$ cat config.mk
export PLATFORM = sky130hd
export DESIGN_NAME = irq_priority_controller_flat
export DESIGN_NICKNAME = d
export VERILOG_FILES = /design/src/rtl/irq_pkg.sv /design/src/rtl/irq_priority_controller_if.sv /design/src/rtl/prio_enc8.sv /design/src/rtl/irq_priority_controller.sv /design/src/flat_wrapper.sv
export SDC_FILE = /design/constraint.sdc
export NUM_CORES = 1
export LEC_CHECK = 0
export BUFFER_PORTS_ARGS = -buffer_cell sky130_fd_sc_hd__clkbuf_2
export CAP_MARGIN = 20
export CORE_MARGIN = 1.5
export CORE_UTILIZATION = 44
export DETAILED_ROUTE_END_ITERATION = 6
export PLACE_DENSITY = 0.76
export SLEW_MARGIN = 5
export SYNTH_ARGS = -nofsm -noshare
export SYNTH_HDL_FRONTEND = slang
export SYNTH_HIERARCHICAL = 1
export SYNTH_SLANG_ARGS = --single-unit
export TNS_END_PERCENT = 50
$ cat constraint.sdc
create_clock -name clk -period 1.7 [get_ports clk]
set_clock_uncertainty 0.1 [all_clocks]
set_input_delay 0.255 -clock clk [delete_from_list [all_inputs] [get_ports clk]]
set_output_delay 0.255 -clock clk [all_outputs]
set_load 0.01 [all_outputs]
$ cat src/rtl/irq_pkg.sv
// Shared constants and FSM state type for the interrupt priority controller.
package irq_pkg;

  localparam int unsigned N_REQ = 8;
  localparam int unsigned ID_W  = 3;

  typedef enum logic [1:0] {
    IDLE    = 2'd0,
    PRESENT = 2'd1,
    SERVICE = 2'd2
  } state_e;

endpackage

$ cat src/rtl/irq_priority_controller_if.sv
// Presentation / acceptance / end-of-service handshake between controller and CPU side.
interface irq_priority_controller_if;
  import irq_pkg::*;

  logic            irq_valid;
  logic [ID_W-1:0] irq_id;
  logic            irq_ready;
  logic            eoi;

  modport master (output irq_valid, output irq_id, input irq_ready, input eoi);
  modport slave  (input irq_valid, input irq_id, output irq_ready, output eoi);

endinterface

$ cat src/rtl/prio_enc8.sv
// Combinational 8-bit priority encoder; bit 7 has the highest priority.
module prio_enc8 (
  input  logic [irq_pkg::N_REQ-1:0] vec,
  output logic [irq_pkg::ID_W-1:0]  idx_c,
  output logic                      any_c
);

  // Ascending scan: the last set bit visited is the highest one.
  always_comb begin
    idx_c = '0;
    any_c = 1'b0;
    for (int i = 0; i < int'(irq_pkg::N_REQ); i++) begin
      if (vec[i]) begin
        idx_c = irq_pkg::ID_W'(i);
        any_c = 1'b1;
      end
    end
  end

endmodule

$ cat src/rtl/irq_priority_controller.sv
// Prioritised, non-nesting interrupt presenter with pending/in-service tracking.
// Define IRQ_EDGE_DETECT_EN for edge-latched pending bits; default is level mode.
module irq_priority_controller #(
  parameter int unsigned N_REQ = 8,
  parameter int unsigned ID_W  = 3
) (
  input  logic                        clk,
  input  logic                        rst,
  input  logic                        en,
  input  logic [N_REQ-1:0]            req,
  input  logic [N_REQ-1:0]            mask,
  irq_priority_controller_if.master   irq,
  output logic [N_REQ-1:0]            pending,
  output logic [N_REQ-1:0]            in_service
);
  import irq_pkg::*;

  state_e           state_q, state_d;
  logic [N_REQ-1:0] pending_q, pending_d;
  logic [N_REQ-1:0] in_service_q, in_service_d;
  logic [ID_W-1:0]  id_q, id_d;
  logic             valid_q;
  logic             accept_c;
  logic [N_REQ-1:0] accept_mask_c;
  logic [N_REQ-1:0] eligible_c;
  logic [ID_W-1:0]  top_idx_c;
  logic             top_any_c;
`ifdef IRQ_EDGE_DETECT_EN
  logic [N_REQ-1:0] req_q;
`endif

  assign eligible_c = pending_q & ~mask;

  prio_enc8 u_prio_enc8 (
    .vec   (eligible_c),
    .idx_c (top_idx_c),
    .any_c (top_any_c)
  );

  // Next state; irq_id only moves on the IDLE->PRESENT transition.
  always_comb begin
    state_d      = state_q;
    id_d         = id_q;
    in_service_d = in_service_q;
    accept_c     = 1'b0;
    unique case (state_q)
      IDLE: begin
        if (en && top_any_c) begin
          state_d = PRESENT;
          id_d    = top_idx_c;
        end
      end
      PRESENT: begin
        if (irq.irq_ready) begin
          state_d      = SERVICE;
          accept_c     = 1'b1;
          in_service_d = N_REQ'(1) << id_q;
        end else if (!en) begin
          state_d = IDLE;
        end
      end
      SERVICE: begin
        if (irq.eoi) begin
          state_d      = IDLE;
          in_service_d = '0;
        end
      end
      default: state_d = IDLE;
    endcase
  end

  // Pending update; a new edge on the accepted line re-arms it in the same cycle.
  always_comb begin
    accept_mask_c = accept_c ? (N_REQ'(1) << id_q) : '0;
`ifdef IRQ_EDGE_DETECT_EN
    pending_d = (pending_q & ~accept_mask_c) | (req & ~req_q);
`else
    pending_d = req & ~accept_mask_c;
`endif
  end

  always_ff @(posedge clk) begin
    if (rst) begin
      state_q      <= IDLE;
      pending_q    <= '0;
      in_service_q <= '0;
      id_q         <= '0;
      valid_q      <= 1'b0;
`ifdef IRQ_EDGE_DETECT_EN
      req_q        <= '0;
`endif
    end else begin
      state_q      <= state_d;
      pending_q    <= pending_d;
      in_service_q <= in_service_d;
      id_q         <= id_d;
      valid_q      <= (state_d == PRESENT);
`ifdef IRQ_EDGE_DETECT_EN
      req_q        <= req;
`endif
    end
  end

  assign irq.irq_valid = valid_q;
  assign irq.irq_id    = id_q;
  assign pending       = pending_q;
  assign in_service    = in_service_q;

endmodule
$ cat src/flat_wrapper.sv
// flat-port wrapper written by rule: the top's interface ports become plain ports
module irq_priority_controller_flat import irq_pkg::*;
#(
  parameter int unsigned N_REQ = 8,
  parameter int unsigned ID_W  = 3
)
  (clk, rst, en, req, mask, pending, in_service, irq_irq_valid, irq_irq_id, irq_irq_ready, irq_eoi);
  irq_priority_controller_if irq_i ();
  input  logic clk;
  input  logic rst;
  input  logic en;
  input  logic [N_REQ-1:0] req;
  input  logic [N_REQ-1:0] mask;
  output logic [N_REQ-1:0] pending;
  output logic [N_REQ-1:0] in_service;
  output wire logic [$bits(irq_i.irq_valid)-1:0] irq_irq_valid;
  output wire logic [$bits(irq_i.irq_id)-1:0] irq_irq_id;
  input wire logic [$bits(irq_i.irq_ready)-1:0] irq_irq_ready;
  input wire logic [$bits(irq_i.eoi)-1:0] irq_eoi;
  assign irq_irq_valid = irq_i.irq_valid;
  assign irq_irq_id = irq_i.irq_id;
  assign irq_i.irq_ready = irq_irq_ready;
  assign irq_i.eoi = irq_eoi;
  irq_priority_controller #(.N_REQ(N_REQ), .ID_W(ID_W)) u_core (.clk(clk), .rst(rst), .en(en), .req(req), .mask(mask), .irq(irq_i), .pending(pending), .in_service(in_service));
endmodule
==> results summary <==
The run finished with clean final reports. Wires add up to 2080 um. The total instance count after detailed placement came out at 158.

The routed length on met3 came out at 107 um. The number of hold violations in the final report is 0. The DRC violation total after the first TritonRoute iteration came out at 14.

The number of primary I/O pins came out at 41. The synthesized netlist contains 23 unique library cells. In this run the critical register-to-register path is captured at u_core/in_service[1]. The number of antenna violations at the first check in global routing is 0.

For this run, the top clock speed supported by timing is 639 MHz. After technology mapping, the gate count stands at 92. Setup repair after global routing left no endpoint under its margin. The max-cap check violation count is 0. The wire-length estimate of the detail-placed layout is 1600 um.

The area of the die came out at 2310 um2. The kind of capture point of the worst setup path is a flop. Global routing finished with a remaining overflow of 0.

The total number of vias is 841. The final weighted congestion in routability-driven placement is 0.743. The routed via count divided by cell count came out at 5.19. Wire segments on met2 add up to 1070 um in the final route. CTS built an H-tree with a depth of 1. The warning count from the yosys run is 6.

The source-to-sink clock delay at the later pin of the worst-skew pair came out at 0.30 ns. The detailed-routing iteration count for the pre-antenna-repair pass is 4. At the end of the flow, the number of nets in the layout was 157. The count of final max-slew check failures was 0.

The sequential cell area fraction in the yosys report came out at 49.4%. The synthesized netlist net count is 113. The worst voltage drop across the vdd grid came out at 0.511 mV.

The floorplan die width is 48.0 um. The tightest min-delay check is of the in -> reg type. Headroom to the max-slew limit came out at 66.3%. The post-route netlist has 35.6% of its cells at a drive strength greater than 1. For this design, the sink count on the clock tree is 22.

For this design the static power due to leakage is 0.550 nW. The number of global-route vias before repair is 712. The setup slack of the most critical reg-to-reg path came out at 0.14 ns.

The end point of the most critical hold path is u_core/pending[4]. The worst setup path is launched from a flop. The count of final setup violators came out at 0. The per-cell routed wire length came out at 12.8 um. The total area inside the core boundary comes to 1940 um2. The maximum clock insertion buffer count came out at 2. The count of placed standard cells in the final layout, fillers left out came out at 162. Leaving out fill and tap cells, the most frequent cell in the layout is sky130_fd_sc_hd__clkbuf_2. The global-route wire length before repair came out at 3060 um. The worst hold path was traced through 3 stages.

The cell count of the worst reg-to-reg path came out at 3. The final cycle utilization of the critical path is 92.0%. Counting flops and latches in the post-synthesis netlist gives 22. The critical path data required time is 1.85 ns. The mean instance size in the synthesized netlist is 9.70 um2. The antenna cell count is 0. The post-route minimum period came out at 1.56 ns. By startpoint and endpoint, the worst setup path is classified as reg -> reg. The count of buffers inserted at the top-level ports is 40. The detailed router put a total of 893 um of wire on met1. The synthesis-to-finish area growth came out at 30.4%. The actual transition at the worst max-transition pin came out at 0.504 ns. TritonCTS built the clock tree. The origin of the critical flop-to-flop path is u_core/state_q[1]. Counting the buffers created by CTS gives 3. Setup total negative slack on the finished layout was measured at 0 ns.

The tree is rooted in a sky130_fd_sc_hd__clkbuf_4. The highest layer touched by signal routing is met4. The number of cell rows is 16. The clock-pin slew of the registers on the worst-case setup and hold paths came out at 0.12 ns.

The top cell types in the final layout, fill and taps aside, are sky130_fd_sc_hd__clkbuf_2 (40), sky130_fd_sc_hd__dfxtp_1 (22), sky130_fd_sc_hd__nor2_1 (9). In this run the remaining antenna-violating nets after routing total 0. The area of the mapped netlist came out at 892 um2.

Data on the critical path arrives at its endpoint at 1.72 ns. In the global route stage, overall resource usage came out at 19.1%. The power density over the cells came out at 844 nW/um2. The die is 48.0 um tall. The maximum number of pins on one net before global-route repair came out at 13.

The largest fanout on the critical path came out at 8. The total DRC errors in the routed layout came out at 0. The initial utilization of the core area, before any placement, comes to 45.9%.

In this run the most critical hold path is launched from req[4]. The total of hold buffers inserted after clock tree synthesis came out at 0.
worst max-delay path: stages, from the launching register on:
cell,delay [ns]
sky130_fd_sc_hd__dfxtp_1,0.50
sky130_fd_sc_hd__and3b_1,0.27
sky130_fd_sc_hd__a311oi_4,0.42
sky130_fd_sc_hd__a22o_1,0.22
registers in the layout, indices dropped and copies added (netlist names):
register	flops
u_core/irq.irq_id	3
u_core/pending	8
u_core/in_service	8
u_core/state_q	2
u_core/irq.irq_valid	1
where the power goes:
group,leakage [nW],switching (mW),internal [mW]
Clock,0.0210,0.150,0.131
Combinational,0.349,0.0769,0.0683
Sequential,0.180,0.0195,0.537
how the worst max path moves through the flow:
stage | startpoint | endpoint | slack (ns)
after floorplan | u_core/pending[5] | u_core/irq.irq_id[0] | 0.25
after global placement | mask[5] | u_core/irq.irq_id[0] | 0.23
after detailed placement | u_core/pending[4] | u_core/irq.irq_id[1] | 0.12
after CTS | u_core/pending[4] | u_core/irq.irq_id[1] | 0.10
after global routing | u_core/pending[5] | u_core/irq.irq_id[1] | 0.04
final | u_core/state_q[1] | u_core/in_service[1] | 0.14
metal layers:
metal / vias to the layer above / track usage [%]
met2: 27 / 31.7
met3: 2 / 3.77
met1: 396 / 24.5
met4: 0 / 7.03
li1: 416 / -
met5: - / 0
cell type report:
class                      instances  area, um2
inverter                           6       22.5
multi-input combinational         62        423
timing repair buffer              41        208
fill                             197        778
clock buffer                       4       36.3
tap                               27       33.8
sequential                        22        440
Yosys cell counts:
master | count | area, um2
sky130_fd_sc_hd__dfxtp_1 | 22 | 440
sky130_fd_sc_hd__nor3b_1 | 1 | 7.51
sky130_fd_sc_hd__and4bb_2 | 1 | 12.5
sky130_fd_sc_hd__mux2i_1 | 3 | 30.0
sky130_fd_sc_hd__a21oi_1 | 8 | 40.0
sky130_fd_sc_hd__o2bb2ai_1 | 4 | 35.0
sky130_fd_sc_hd__clkinv_1 | 2 | 7.51
sky130_fd_sc_hd__buf_2 | 1 | 5.00
sky130_fd_sc_hd__nand4_1 | 1 | 6.26
sky130_fd_sc_hd__o211a_1 | 4 | 40.0
sky130_fd_sc_hd__a311oi_4 | 1 | 26.3
sky130_fd_sc_hd__nand3b_1 | 2 | 15.0
sky130_fd_sc_hd__and3b_1 | 1 | 8.76
sky130_fd_sc_hd__nor3_1 | 1 | 5.00
sky130_fd_sc_hd__nand3_1 | 2 | 10.0
sky130_fd_sc_hd__clkbuf_1 | 1 | 3.75
sky130_fd_sc_hd__nor2_1 | 9 | 33.8
sky130_fd_sc_hd__o31ai_1 | 2 | 15.0
sky130_fd_sc_hd__nor4b_1 | 2 | 17.5
sky130_fd_sc_hd__inv_1 | 4 | 15.0
sky130_fd_sc_hd__a22o_1 | 4 | 35.0
sky130_fd_sc_hd__nand2_1 | 7 | 26.3
sky130_fd_sc_hd__nor2b_1 | 9 | 56.3
through the flow:
stage / instance area, um2 / total power [mW] / hold WS, ns / worst slack (ns) / util [%]
after floorplan: 892 / 0.650 / 0.271 / 0.253 / -
after global placement: 1120 / 0.707 / 0.348 / 0.231 / 57.9
after detailed placement: 1120 / 0.713 / 0.347 / 0.122 / 57.9
after CTS: 1160 / 0.990 / 0.0454 / 0.103 / 59.8
after global routing: 1160 / 1.03 / 0.0448 / 0.0415 / 59.9
final: 1160 / 0.982 / 0.0574 / 0.135 / 59.9
cells by family (layout without fill, tap and decap cells):
logic type	after synthesis	in the layout	share of synthesized area (%)
AOI/OAI and AO/OA	23	23	21.5
DFF	22	22	49.4
muxes	3	3	3.37
and+or+nand+nor	36	36	22.3
buffers and inverters	8	51	3.51
repair_timing:
item / 4_1_cts / 5_1_grt
gates resized for setup: 0 / 1
endpoints found under the setup margin: 0 / 2
buffers inserted: 0 / 0
(Power assumes the default switching activity.)
